File: config.mk
export PLATFORM = sky130hd
export DESIGN_NAME = lfsr_period_monitor
export DESIGN_NICKNAME = d
export VERILOG_FILES = /design/src/rtl/lfsr_pkg.sv /design/src/rtl/lfsr_period_monitor.sv
export SDC_FILE = /design/constraint.sdc
export NUM_CORES = 1
export LEC_CHECK = 0
export BUFFER_PORTS_ARGS = -buffer_cell sky130_fd_sc_hd__buf_4
export CORE_MARGIN = 5
export CORE_UTILIZATION = 40
export DETAILED_ROUTE_END_ITERATION = 10
export MAX_ROUTING_LAYER = met4
export SYNTH_ARGS = -nofsm -noshare
export SYNTH_HDL_FRONTEND = slang
export SYNTH_SLANG_ARGS = --single-unit
File: constraint.sdc
create_clock -name clk -period 6.5 [get_ports clk]
set_clock_uncertainty 0.05 [all_clocks]
set_input_delay 0.975 -clock clk [delete_from_list [all_inputs] [get_ports clk]]
set_output_delay 0.975 -clock clk [all_outputs]
set_load 0.01 [all_outputs]
File: src/rtl/lfsr_pkg.sv
// rtl/lfsr_pkg.sv - shared LFSR types and helpers
package lfsr_pkg;

    typedef enum logic [1:0] {
        IDLE    = 2'd0,
        CAPTURE = 2'd1,
        COUNT   = 2'd2,
        DONE    = 2'd3
    } mon_state_t;

    function automatic logic [31:0] max_period(input int width);
        return (32'd1 << width) - 32'd1;
    endfunction

endpackage

File: src/rtl/lfsr_period_monitor.sv
// rtl/lfsr_period_monitor.sv - measures the period of an upstream LFSR stream
module lfsr_period_monitor
    import lfsr_pkg::*;
#(
    parameter int WIDTH = 8,
    parameter int CNT_W = WIDTH + 1
) (
    input  logic             clk,
    input  logic             reset,
    input  logic             start,
    input  logic             valid,
    input  logic [WIDTH-1:0] lfsr_q,
    output logic             busy,
    output logic             done,
    output logic [CNT_W-1:0] period,
    output logic             maximal,
    output logic             stuck_zero,
    output logic             no_repeat
);

    localparam logic [CNT_W-1:0] MAXP  = CNT_W'(max_period(WIDTH));
    localparam logic [CNT_W-1:0] LIMIT = MAXP + 1'b1;

    mon_state_t       state_q, state_d;
    logic [WIDTH-1:0] ref_q, ref_d;
    logic [CNT_W-1:0] cnt_q, cnt_d;
    logic [CNT_W-1:0] period_q, period_d;
    logic             maximal_q, maximal_d;
    logic             stuck_q, stuck_d;
    logic             norep_q, norep_d;
    logic [CNT_W-1:0] cnt_next;

    assign cnt_next = cnt_q + 1'b1;

    always_comb begin
        state_d   = state_q;
        ref_d     = ref_q;
        cnt_d     = cnt_q;
        period_d  = period_q;
        maximal_d = maximal_q;
        stuck_d   = stuck_q;
        norep_d   = norep_q;
        case (state_q)
            IDLE, DONE: begin
                // A fresh start wipes the previous result on the same edge it arms.
                if (start) begin
                    state_d   = CAPTURE;
                    period_d  = '0;
                    maximal_d = 1'b0;
                    stuck_d   = 1'b0;
                    norep_d   = 1'b0;
                end
            end
            CAPTURE: begin
                if (valid) begin
                    ref_d = lfsr_q;
                    cnt_d = '0;
                    if (lfsr_q == '0) begin
                        stuck_d  = 1'b1;
                        period_d = '0;
                        state_d  = DONE;
                    end else begin
                        state_d = COUNT;
                    end
                end
            end
            COUNT: begin
                // Zero beats a match, a match beats the advance limit.
                if (valid) begin
                    if (lfsr_q == '0) begin
                        stuck_d  = 1'b1;
                        period_d = '0;
                        state_d  = DONE;
                    end else if (lfsr_q == ref_q) begin
                        period_d  = cnt_next;
                        maximal_d = (cnt_next == MAXP);
                        state_d   = DONE;
                    end else if (cnt_next == LIMIT) begin
                        norep_d  = 1'b1;
                        period_d = '0;
                        state_d  = DONE;
                    end else begin
                        cnt_d = cnt_next;
                    end
                end
            end
            default: state_d = IDLE;
        endcase
    end

    always_ff @(posedge clk) begin
        if (!reset) begin
            state_q   <= IDLE;
            ref_q     <= '0;
            cnt_q     <= '0;
            period_q  <= '0;
            maximal_q <= 1'b0;
            stuck_q   <= 1'b0;
            norep_q   <= 1'b0;
        end else begin
            state_q   <= state_d;
            ref_q     <= ref_d;
            cnt_q     <= cnt_d;
            period_q  <= period_d;
            maximal_q <= maximal_d;
            stuck_q   <= stuck_d;
            norep_q   <= norep_d;
        end
    end

    assign busy       = (state_q == CAPTURE) || (state_q == COUNT);
    assign done       = (state_q == DONE);
    assign period     = period_q;
    assign maximal    = maximal_q;
    assign stuck_zero = stuck_q;
    assign no_repeat  = norep_q;

endmodule

# Yosys cells after proc, flatten, opt, wreduce, memory -nomap -nowiden
# Cells that the tools add are included.
word_totals:
  ram_bits: 0
  n_memories: 0
  inputBits: 12
  latch_bits: 0
  reg_bits: 31
  mem_bits_ro: 0
  out_inout_bits: 14
op_classes:
  bitwise: 0
  div_mod_pow: 0
  multipliers: 0
  mux: 35
  n_lt_le_gt_ge: 0
  n_addsub: 1
  shift: 0
  eq_ne: 18
  n_reduce_logical: 14
ops:
  columns: ["operator", "count"]
  rows:
  - ["9-bit two-way mux", 12]
  - ["9-bit case mux with 3 select lines", 1]
  - ["2-bit != test, second input constant", 9]
  - ["9-bit case mux with 2 select lines", 1]
  - ["2-bit two-way mux", 6]
  - ["6-bit AND reduction", 2]
  - ["1-bit two-way mux", 11]
  - ["5-bit AND reduction", 2]
  - ["9-bit by 1-bit adder with 9-bit output, second input constant", 1]
  - ["9-bit by 8-bit == test with 1-bit output, second input constant", 1]
  - ["9-bit == test, second input constant", 1]
  - ["8-bit == test", 1]
  - ["8-bit zero test", 1]
  - ["1-bit case mux with 2 select lines", 3]
  - ["2-bit case mux with 3 select lines", 1]
  - ["2-bit == test, second input constant", 2]
  - ["2-bit by 1-bit != test with 1-bit output, second input constant", 2]
  - ["4-bit != test, second input constant", 1]
  - ["4-bit AND reduction", 1]
  - ["2-bit nonzero test", 2]
  - ["2-bit OR reduction", 2]
  - ["3-bit AND reduction", 1]
  - ["2-bit by 1-bit == test with 1-bit output, second input constant", 1]
  - ["2-bit zero test", 1]
  - ["2 further kinds", 2]

# Longest topological paths before layout
# Gate-level depths: netlist of the first run.
logic_depth:
  word_depth: 7
  ltp_mapped: 8
  depth_no_buf: 7

# Least setup slack after synthesis of the first run
# OpenSTA, ideal clock, no wires.
synth_path:
  path_type: "input to register"
  start: "input lfsr_q[3]"
  end: "register cnt_q[4]"
  stages: 6
  arrival_ns: 2.530
  path_slack_ns: 3.798
  path_cell_list: "or4_1 > or2_1 > nand2_1 > a2111oi_4 > buf_2 > a221o_1"
synth_between:
  elab_chain_len: 3
  elab_cells_between_ends: 5
  cone_classes: "3 x eq/ne; 2 x reduce/logical"
synth_lines:
  columns: ["element", "line", "rtl"]
  rows:
  - ["start: declaration", "lfsr_period_monitor.sv:12", "input logic [WIDTH-1:0] lfsr_q,"]
  - ["8-bit == test or 8-bit zero test (tied branches)", "lfsr_period_monitor.sv:74, lfsr_period_monitor.sv:70", null]
  - ["2-bit != test (no line)", null, null]
  - ["6-bit AND reduction (no line) (*)", null, null]
  - ["end signal: assignment", "lfsr_period_monitor.sv:103", "cnt_q <= cnt_d;"]
  - ["end: declaration", "lfsr_period_monitor.sv:26", "logic [CNT_W-1:0] cnt_q, cnt_d;"]
# Mark *: on every way between the ends. The rest lies on a longest branch, timed or not.
# A chain may end at the register's enable or synchronous reset.

# Worst setup path after layout of the first run
layout_path:
  start: "register cnt_q[0]"
  end: "register period_q[6], in the netlist period[6]"
layout_between:
  elab_chain_len: 5
  elab_cells_between_ends: 8
  cone_classes: "1 x add/sub; 2 x eq/ne; 4 x mux; 1 x reduce/logical"
layout_lines:
  columns: ["element", "line", "rtl"]
  rows:
  - ["9-bit by 1-bit adder with 9-bit output (*)", "lfsr_period_monitor.sv:33", "assign cnt_next = cnt_q + 1'b1;"]
  - ["branches (longest 4 deep; another with 9-bit == test)", null, null]
  - ["end signal: assignment", "lfsr_period_monitor.sv:104", "period_q <= period_d;"]
  - ["end: declaration", "lfsr_period_monitor.sv:27", "logic [CNT_W-1:0] period_q, period_d;"]
# Mark *: on every way between the ends. The select of a mux whose other input is x is not followed.

==> run_results.csv, run 1 <==
group,metric,value,unit
final_layout,fin_util,0.490,
floorplanning,core,4380,um^2
pwr,swShare,0.346,
final_layout,drive_gt1_frac,0.183,
floorplanning,die_h,77.6,um
critical_path,reg2reg_from,"cnt_q[0]",
place,placed_cell_area,2050,um^2
critical_path,arrival,3.35,ns
synth,synthFlopType,"dfxtp_1",
timing,final-hold-violation-count,0,
clocking,root_buffer,"clkbuf_8",
clocking,cts_made_buffers,5,
synth,ys_seq_area_frac,0.339,
critical_path,crit_path_start_kind,"register",
synth,yosysWarnings,0,
critical_path,end_kind,"register",
clocking,cts_hold_buf,0,
critical_path,critical_path.max_fanout,9,
critical_path,setup.worst_path.end,"period[6]",
clocking,ctsResizeCount,0,
drt,ant_nets,0,
final_layout,regArea,621,um^2
pwr,p_comb_frac,0.348,
pwr,p_leak,0.837,nW
clocking,worst_skew_pair.late_latency,0.28,ns
critical_path,critPathMaxStageDelay,0.96,ns
floorplanning,die_w,77.6,um
timing,rsz0062_at_grt,"no",
place,place_inst,285,
timing,fin_worst_hold_slack,0.404,ns
clocking,cts_tree,"done",
critical_path,slowest_stage,"a221oi_2",
synth,netlist_instances,215,
critical_path,crit_start,"cnt_q[0]",
timing,timing.final.crit_share,0.491,
critical_path,cpLargestDelayFamily,"compound AO/OA/AOI/OAI gates",
clocking,clkTransAtPathRegs,0.06,ns
clocking,cts_htree_levels,2,
run,cap_viol_max_count,0,
critical_path,rr_endpoint,"period[6]",
critical_path,path_cells,"ha_1, or3_1, a2111oi_2, o2111a_2, nand2_2, a221oi_2, mux2i_1",
final_layout,fill_cells,445,
critical_path,setup.worst_path.class,"register to register",
synth,syn-cell-area,1830,um^2
pwr,p_sw,0.203,mW
floorplanning,io_pins,26,
place,gp_congestion,0.816,
timing,max_freq,0.313,GHz
synth,syn_nets,233,
critical_path,regToRegSetupSlack,3.31,ns
grt,grt_pass1_wl,6.73,mm
pwr,p_total,0.588,mW
pwr,clkPwrFrac,0.283,
floorplanning,initial_core_util,0.417,
critical_path,cp_num_buf_inv,0,
worst_hold_path,holdPathStages,2,
place,dpl.hpwl,2.76,mm
timing,finalSetupViolCount,0,
timing,fin_tns_setup,0,ns
timing,drv_slew,0,
floorplanning,rows,24,
drt,vias,1557,
drt,drc,0,
critical_path,reg2regPathDepth,7,
final_layout,antenna_cells,0,
synth,synth_seq_cells,31,
critical_path,crit_cells,7,
worst_hold_path,min_path_type,"register to register",
final_layout,instances_no_fill,293,
grt,antenna_found_initial,0,
timing,fin_crit,3.19,ns
pwr,p_int,0.384,mW
place,pre_cts_slack,3.17,ns
synth,synthArstFlopShare,0,
outcome,status,"finished clean",
timing,relSlewSlack,0.230,
grt,grt_max_degree,37,
drt,drt_iter0_drc,80,
pwr,seqPwrFrac,0.369,
clocking,cts_sinks,31,
final_layout,layout.nets,258,
pwr,powerDensity,273,nW/um^2
drt,wl,3.93,mm
drt,firstDrtPassIters,4,
critical_path,cp.required,6.65,ns
grt,grt.total_usage,0.136,
synth,postSynthAreaPerCell,8.50,um^2
synth,synth_edf_count,0,
clocking,ctsLongestPathBuffers,2,
final_layout,multiInputGateArea,1140,um^2
clocking,post-cts-setup-buffers,0,
grt,grt_overflow_total,0,
final_layout,design_area,2150,um^2
timing,tightest_slew,1.15,ns
timing,fin_ws,3.31,ns
pwr,ir_drop,0.000117,V
grt,grt_pass1_vias,1432,
drt,via_per_inst,5.31,
place,port_buffers,25,
final_layout,syn_to_final_growth,17.6,%
floorplanning,die_area,6020,um^2
drt,wl_per_cell,13.4,um
synth,yosysUniqueCellTypes,48,
-- cell type report --
class,instances,share of cell area
well taps,52,0.0303
flip-flops and latches,31,0.289
inverters,6,0.0105
clock buffers,8,0.0466
repair buffers,27,0.0943
multi-input cells,169,0.530
-- cells in the mapped netlist (3+ instances only) --
master	n	area (um^2)
buf_2	4	20.0
o21ai_0	6	30.0
nor2_1	7	26.3
a221o_1	3	30.0
dfxtp_1	31	621
clkbuf_1	4	15.0
nor3b_1	3	22.5
nand2_1	47	176
mux2i_1	10	100
nand3_1	8	40.0
nand4_1	3	18.8
nand2b_1	3	18.8
ha_1	6	75.1
and4_1	3	26.3
a21boi_0	9	67.6
inv_1	6	22.5
a21oi_1	3	15.0
nor4_1	4	25.0
nor2b_1	4	25.0
o21ai_1	5	25.0
xnor2_1	10	87.6
-- layout by cell type (no fill, tap or decap), types with 4 or more instances in the layout --
| cell type | instances |
|---|---|
| xnor2_1 | 10 |
| mux2i_1 | 10 |
| nand3_1 | 8 |
| clkbuf_8 | 7 |
| dfxtp_1 | 31 |
| nor4_1 | 4 |
| inv_1 | 6 |
| o21ai_0 | 6 |
| a21boi_0 | 9 |
| nor2_1 | 7 |
| nand2_1 | 47 |
| ha_1 | 6 |
| nor2b_1 | 4 |
| o21ai_1 | 5 |
| buf_4 | 27 |
-- power by group through the flow --
stage	clock, mW	combinational [mW]	sequential, mW
floorplan	0	0.162	0.218
global placement	0	0.206	0.221
global route	0.180	0.227	0.218
finish	0.167	0.204	0.217
CTS	0.171	0.206	0.217
detailed placement	0	0.205	0.221
-- flip-flops by register name, summed over array words and instances, names as in the netlist --
name        flops
period          9
no_repeat       1
ref_q           8
cnt_q           9
maximal         1
state_q         2
stuck_zero      1
-- logic make-up (layout without fill, tap and decap cells) --
logic type / count (synthesis) / after routing / share of synthesized area
compound gates: 43 / 43 / 0.188
fa+ha+maj: 6 / 6 / 0.0411
simple gates: 97 / 97 / 0.266
flops: 31 / 31 / 0.339
xor+xnor: 13 / 13 / 0.0726
mux: 10 / 10 / 0.0548
buf+inv: 15 / 41 / 0.0376
-- worst min-delay path by stage --
stage / startpoint / to / slack, ns
6_report: period[8] / period[8] / 0.40
5_1_grt: period[8] / period[8] / 0.43
4_1_cts: period[8] / period[8] / 0.41
3_5_place_dp: period[5] / period[5] / 0.40
3_3_place_gp: period[5] / period[5] / 0.40
2_1_floorplan: ref_q[2] / ref_q[2] / 0.41
-- worst reg2reg max path, delay by kind of cell (launching register included) --
| kind | cells | cell delay [ns] |
|---|---|---|
| AOI/OAI and AO/OA | 3 | 1.63 |
| adders and majority gates | 1 | 0.34 |
| DFF | 1 | 0.39 |
| muxes | 1 | 0.27 |
| and+or+nand+nor | 2 | 0.43 |
-- layer usage --
metal / GRT usage / wire length [um] / vias to the layer above
li1: - / - / 817
met1: 0.185 / 1980 / 702
met2: 0.200 / 1700 / 32
met3: 0.0347 / 200 / 6
met4: 0.0361 / 44 / 0
met5: - / 0 / -
Note: power is estimated with default switching activity, not from simulation.
==> run 2: changes to the inputs <==
clock period = 3.05 ns   (was 6.5 ns; I/O delays follow)
==> run 2 against run 1 <==
Net effect: critical path depth up 1; first-iteration DRC count up 43%; die area unchanged; critical endpoint is now cnt_q[5]; cell count up 0.34%; critical path type unchanged; register-to-register slack worse by 2.9 ns; largest power group unchanged; via count up 2.5%; highest routed layer unchanged; largest cell class unchanged.
==> run_results.csv, run 2 (synthesis gave the netlist of run 1 again) <==
group,metric,value,unit
critical_path,critPathMaxStageDelay,0.38,ns
critical_path,path_cells,"ha_1, or3_1, a2111oi_2, o2111a_2, a2111oi_4, buf_4, and4_1, a221o_1",
grt,grt.total_usage,0.144,
final_layout,antenna_cells,0,
floorplanning,die_w,77.6,um
final_layout,final_cell_mix,"nand2_1 (47), dfxtp_1 (31), buf_4 (29), xnor2_1 (10), mux2i_1 (10)",
drt,firstDrtPassIters,4,
critical_path,slowest_stage,"dfxtp_1",
drt,drt_iter0_drc,114,
clocking,cts_sinks,31,
clocking,cts_hold_buf,0,
pwr,p_leak,0.843,nW
final_layout,drive_gt1_frac,0.190,
clocking,ctsResizeCount,0,
critical_path,cp_num_buf_inv,1,
drt,wl_per_cell,13.7,um
drt,ant_nets,0,
floorplanning,rows,24,
clocking,cts_made_buffers,5,
pwr,ir_drop,0.000291,V
floorplanning,core,4380,um^2
clocking,worst_skew_pair.late_latency,0.28,ns
final_layout,final_common_cell,"nand2_1",
drt,drc,0,
pwr,powerDensity,575,nW/um^2
critical_path,end_kind,"register",
drt,via_per_inst,5.43,
place,gp_congestion,0.840,
place,pre_cts_slack,0.450,ns
floorplanning,initial_core_util,0.417,
timing,tightest_slew,0.587,ns
timing,timing.final.crit_share,0.861,
critical_path,cpLargestDelayFamily,"compound AO/OA/AOI/OAI gates",
outcome,status,"finished clean",
floorplanning,io_pins,26,
critical_path,arrival,2.75,ns
critical_path,setup.worst_path.class,"register to register",
timing,relSlewSlack,0.607,
critical_path,critical_path.max_fanout,9,
drt,drt-met1-wl,2.04,mm
worst_hold_path,min_path_type,"input pin to register",
timing,fin_worst_hold_slack,0.398,ns
drt,wl_met2,1.73,mm
floorplanning,die_area,6020,um^2
clocking,clkTransAtPathRegs,0.06,ns
grt,grt_max_degree,37,
place,dpl.hpwl,2.89,mm
drt,wl,4.02,mm
clocking,cts_tree,"done",
place,port_buffers,25,
grt,antenna_found_initial,0,
floorplanning,die_h,77.6,um
timing,fin_ws,0.424,ns
timing,final-hold-violation-count,0,
timing,drv_slew,0,
grt,grt_pass1_vias,1458,
drt,topRoutingLayerUsed,"met4",
drt,vias,1596,
clocking,cts_htree_levels,2,
timing,max_freq,0.381,GHz
critical_path,cp.required,3.17,ns
timing,finalSetupViolCount,0,
timing,fin_crit,2.63,ns
final_layout,syn_to_final_growth,17.7,%
grt,grt_overflow_total,0,
clocking,root_buffer,"clkbuf_8",
final_layout,layout.nets,260,
grt,grt_pass1_wl,6.93,mm
run,cap_viol_max_count,0,
timing,fin_tns_setup,0,ns
clocking,post-cts-setup-buffers,0,
clocking,ctsLongestPathBuffers,2,
timing,rsz0062_at_grt,"no",
drt,wl_met3,189,um
critical_path,crit_path_start_kind,"register",
## run 2: cell count changes in the layout (fill, tap and decap cells not counted), sizes merged
cell / before / now
buf: 27 / 29
clkbuf: 8 / 6
clkinv: 0 / 1
## run 2: per-stage QoR
| stage | cell area (um^2) | util | power [mW] | instances |
|---|---|---|---|---|
| floorplan | 1830 | - | 0.810 | 215 |
| global placement | 2060 | 0.471 | 0.923 | 287 |
| detailed placement | 2060 | 0.471 | 0.920 | 287 |
| CTS | 2150 | 0.491 | 1.25 | 294 |
| global route | 2150 | 0.491 | 1.33 | 294 |
| finish | 2150 | 0.491 | 1.24 | 294 |
## run 2: final timing paths
| kind | start | end | slack (ns) | depth (start not counted) |
|---|---|---|---|---|
| setup / recovery | cnt_q[0] | cnt_q[5] | 0.42 | 8 |
| setup reg to reg | cnt_q[0] | cnt_q[5] | 0.42 | 8 |
| hold reg to reg | period[5] | period[5] | 0.41 | 2 |
| hold / removal | lfsr_q[1] | ref_q[1] | 0.40 | 3 |
## run 2: tightest hold or removal path: cells and delay by family
| kind | cells | cell delay [ns] |
|---|---|---|
| buffers and inverters | 1 | 0.12 |
| AND/OR/NAND/NOR | 1 | 0.04 |
| AO/OA/AOI/OAI | 1 | 0.06 |
## run 2: final cells by class
type                    instances  area, um^2
clock buffers                   6        82.6
multi-input cells             169        1140
repair buffers                 29         218
flip-flops and latches         31         621
well taps                      52        65.1
fillers                       454        2230
clock inverters                 1        5.00
inverters                       6        22.5
## run 2: power by group
| group | leakage [nW] | internal, mW | switching, mW |
|---|---|---|---|
| clock | 0.0470 | 0.177 | 0.149 |
| sequential | 0.251 | 0.434 | 0.0278 |
| combinational | 0.545 | 0.191 | 0.259 |
## run 2: layer usage
| metal | vias up | track usage |
|---|---|---|
| li1 | 816 | - |
| met1 | 743 | 0.194 |
| met2 | 30 | 0.200 |
| met3 | 7 | 0.0394 |
| met4 | 0 | 0.0601 |
| met5 | - | - |
==> run 3: changes to the inputs <==
CORE_UTILIZATION = 56   (was 40)
PLACE_DENSITY = 0.78   (was not set)
==> run 3 against run 2 <==
Net effect: core utilization increased by 19 points; largest cell class unchanged; highest routed layer unchanged; clock-buffer cell count unchanged; cell count decreased by 2.7%; critical path type unchanged.
==> run_results.csv, run 3 (synthesis gave the netlist of run 1 again) <==
group,metric,value,unit
final_layout,syn_to_final_growth,15.1,%
final_layout,final_common_cell,"nand2_1",
grt,grt_overflow_total,0,
final_layout,design_area,2100,um^2
place,placed_cell_area,2060,um^2
drt,via_per_inst,5.51,
drt,wl,3.75,mm
critical_path,crit_path_start_kind,"register",
clocking,ctsLongestPathBuffers,2,
pwr,swShare,0.368,
timing,relSlewSlack,0.577,
floorplanning,die_w,67.1,um
drt,drt-met1-wl,1.82,mm
final_layout,instances_no_fill,286,
place,gp_congestion,0.848,
critical_path,end_kind,"register",
drt,drc,0,
worst_hold_path,min_path_type,"input pin to register",
timing,final-hold-violation-count,0,
place,dpl.hpwl,2.73,mm
grt,grt_pass1_wl,6.66,mm
drt,wl_per_cell,13.1,um
critical_path,path_cells,"ha_1, nand3_2, nor3_2, xor2_4, a2111oi_4, buf_4, nor2b_2, a221o_1",
final_layout,antenna_cells,0,
critical_path,slowest_stage,"dfxtp_1",
drt,topRoutingLayerUsed,"met4",
floorplanning,die_area,4510,um^2
critical_path,arrival,2.84,ns
clocking,ctsResizeCount,0,
timing,fin_crit,2.67,ns
timing,rsz0062_at_grt,"no",
timing,finalSetupViolCount,0,
place,place_inst,280,
pwr,powerDensity,531,nW/um^2
critical_path,reg2regPathDepth,8,
drt,wl_met3,169,um
timing,fin_ws,0.384,ns
timing,tightest_slew,0.629,ns
clocking,clkTransAtPathRegs,0.09,ns
place,pre_cts_slack,0.408,ns
pwr,ir_drop,0.000295,V
clocking,root_buffer,"clkbuf_4",
floorplanning,io_pins,26,
clocking,worst_skew_pair.late_latency,0.33,ns
pwr,p_sw,0.411,mW
timing,max_freq,0.375,GHz
critical_path,critPathMaxStageDelay,0.48,ns
timing,timing.final.crit_share,0.874,
final_layout,final_cell_mix,"nand2_1 (47), dfxtp_1 (31), buf_4 (30), xnor2_1 (10), mux2i_1 (10)",
grt,grt_max_degree,37,
clocking,cts_tree,"done",
floorplanning,rows,20,
place,port_buffers,25,
clocking,cts_hold_buf,0,
critical_path,cp.required,3.22,ns
worst_hold_path,holdPathStages,3,
grt,grt_pass1_vias,1490,
clocking,post-cts-setup-buffers,0,
drt,vias,1577,
critical_path,critical_path.max_fanout,9,
clocking,cts_htree_levels,2,
drt,ant_nets,0,
final_layout,drive_gt1_frac,0.186,
pwr,p_comb_frac,0.400,
timing,fin_tns_setup,0,ns
floorplanning,initial_core_util,0.589,
pwr,p_leak,0.825,nW
clocking,cts_sinks,31,
clocking,cts_made_buffers,5,
floorplanning,core,3100,um^2
pwr,seqPwrFrac,0.413,
pwr,p_int,0.706,mW
pwr,clkPwrFrac,0.187,
critical_path,setup.worst_path.class,"register to register",
grt,antenna_found_initial,0,
drt,wl_met2,1.69,mm
floorplanning,die_h,67.1,um
outcome,status,"finished clean",
grt,grt.total_usage,0.200,
run,cap_viol_max_count,0,
drt,firstDrtPassIters,4,
drt,drt_iter0_drc,63,
final_layout,layout.nets,261,
timing,drv_slew,0,
[run 3: cell types whose count changed in the layout (fill, tap and decap cells not counted)]
cell	previous run	this run
buf_4	29	30
clkbuf_1	0	1
clkbuf_4	0	5
clkbuf_8	6	0
clkinv_2	1	0
[run 3: final timing paths]
path	startpoint	to	slack [ns]
setup / recovery	cnt_q[0]	cnt_q[4]	0.38
hold / removal	lfsr_q[5]	ref_q[5]	0.35
setup reg to reg	cnt_q[0]	cnt_q[4]	0.38
hold reg to reg	period[6]	period[6]	0.41
[run 3: worst max-delay path: cells and delay by family (launching register included)]
kind	cells	cell delay, ns
AO/OA/AOI/OAI	2	0.67
XOR/XNOR	1	0.16
adder cells (fa/ha/maj)	1	0.36
buffers and inverters	1	0.22
flip-flops	1	0.48
AND/OR/NAND/NOR	3	0.61
[run 3: final cells by class]
cell class,instances,area [um^2]
fill,296,1000
multi-input combinational,169,1140
sequential,31,621
tap,44,55.1
inverter,6,22.5
clock buffer,6,41.3
timing repair buffer,30,225
[run 3: layer usage]
layer  track usage  vias to the layer above
li1              -                      819
met1         0.254                      717
met2         0.309                       34
met3        0.0399                        7
met4        0.0835                        0
met5             -                        -
[run 3: power groups by stage]
stage                     Clock, mW  Sequential [mW]  Combinational (mW)
after floorplan                   0            0.465               0.346
after global placement            0            0.469               0.442
after detailed placement          0            0.471               0.445
after CTS                     0.217            0.461               0.447
after global routing          0.236            0.467               0.499
final                         0.209            0.461               0.447
[run 3: through the flow]
step	power, mW	utilization	hold slack (ns)
after global routing	1.20	0.678	0.345
after detailed placement	0.916	0.665	0.398
final	1.12	0.678	0.348
after global placement	0.911	0.665	0.393
after CTS	1.13	0.678	0.337
after floorplan	0.810	-	0.406
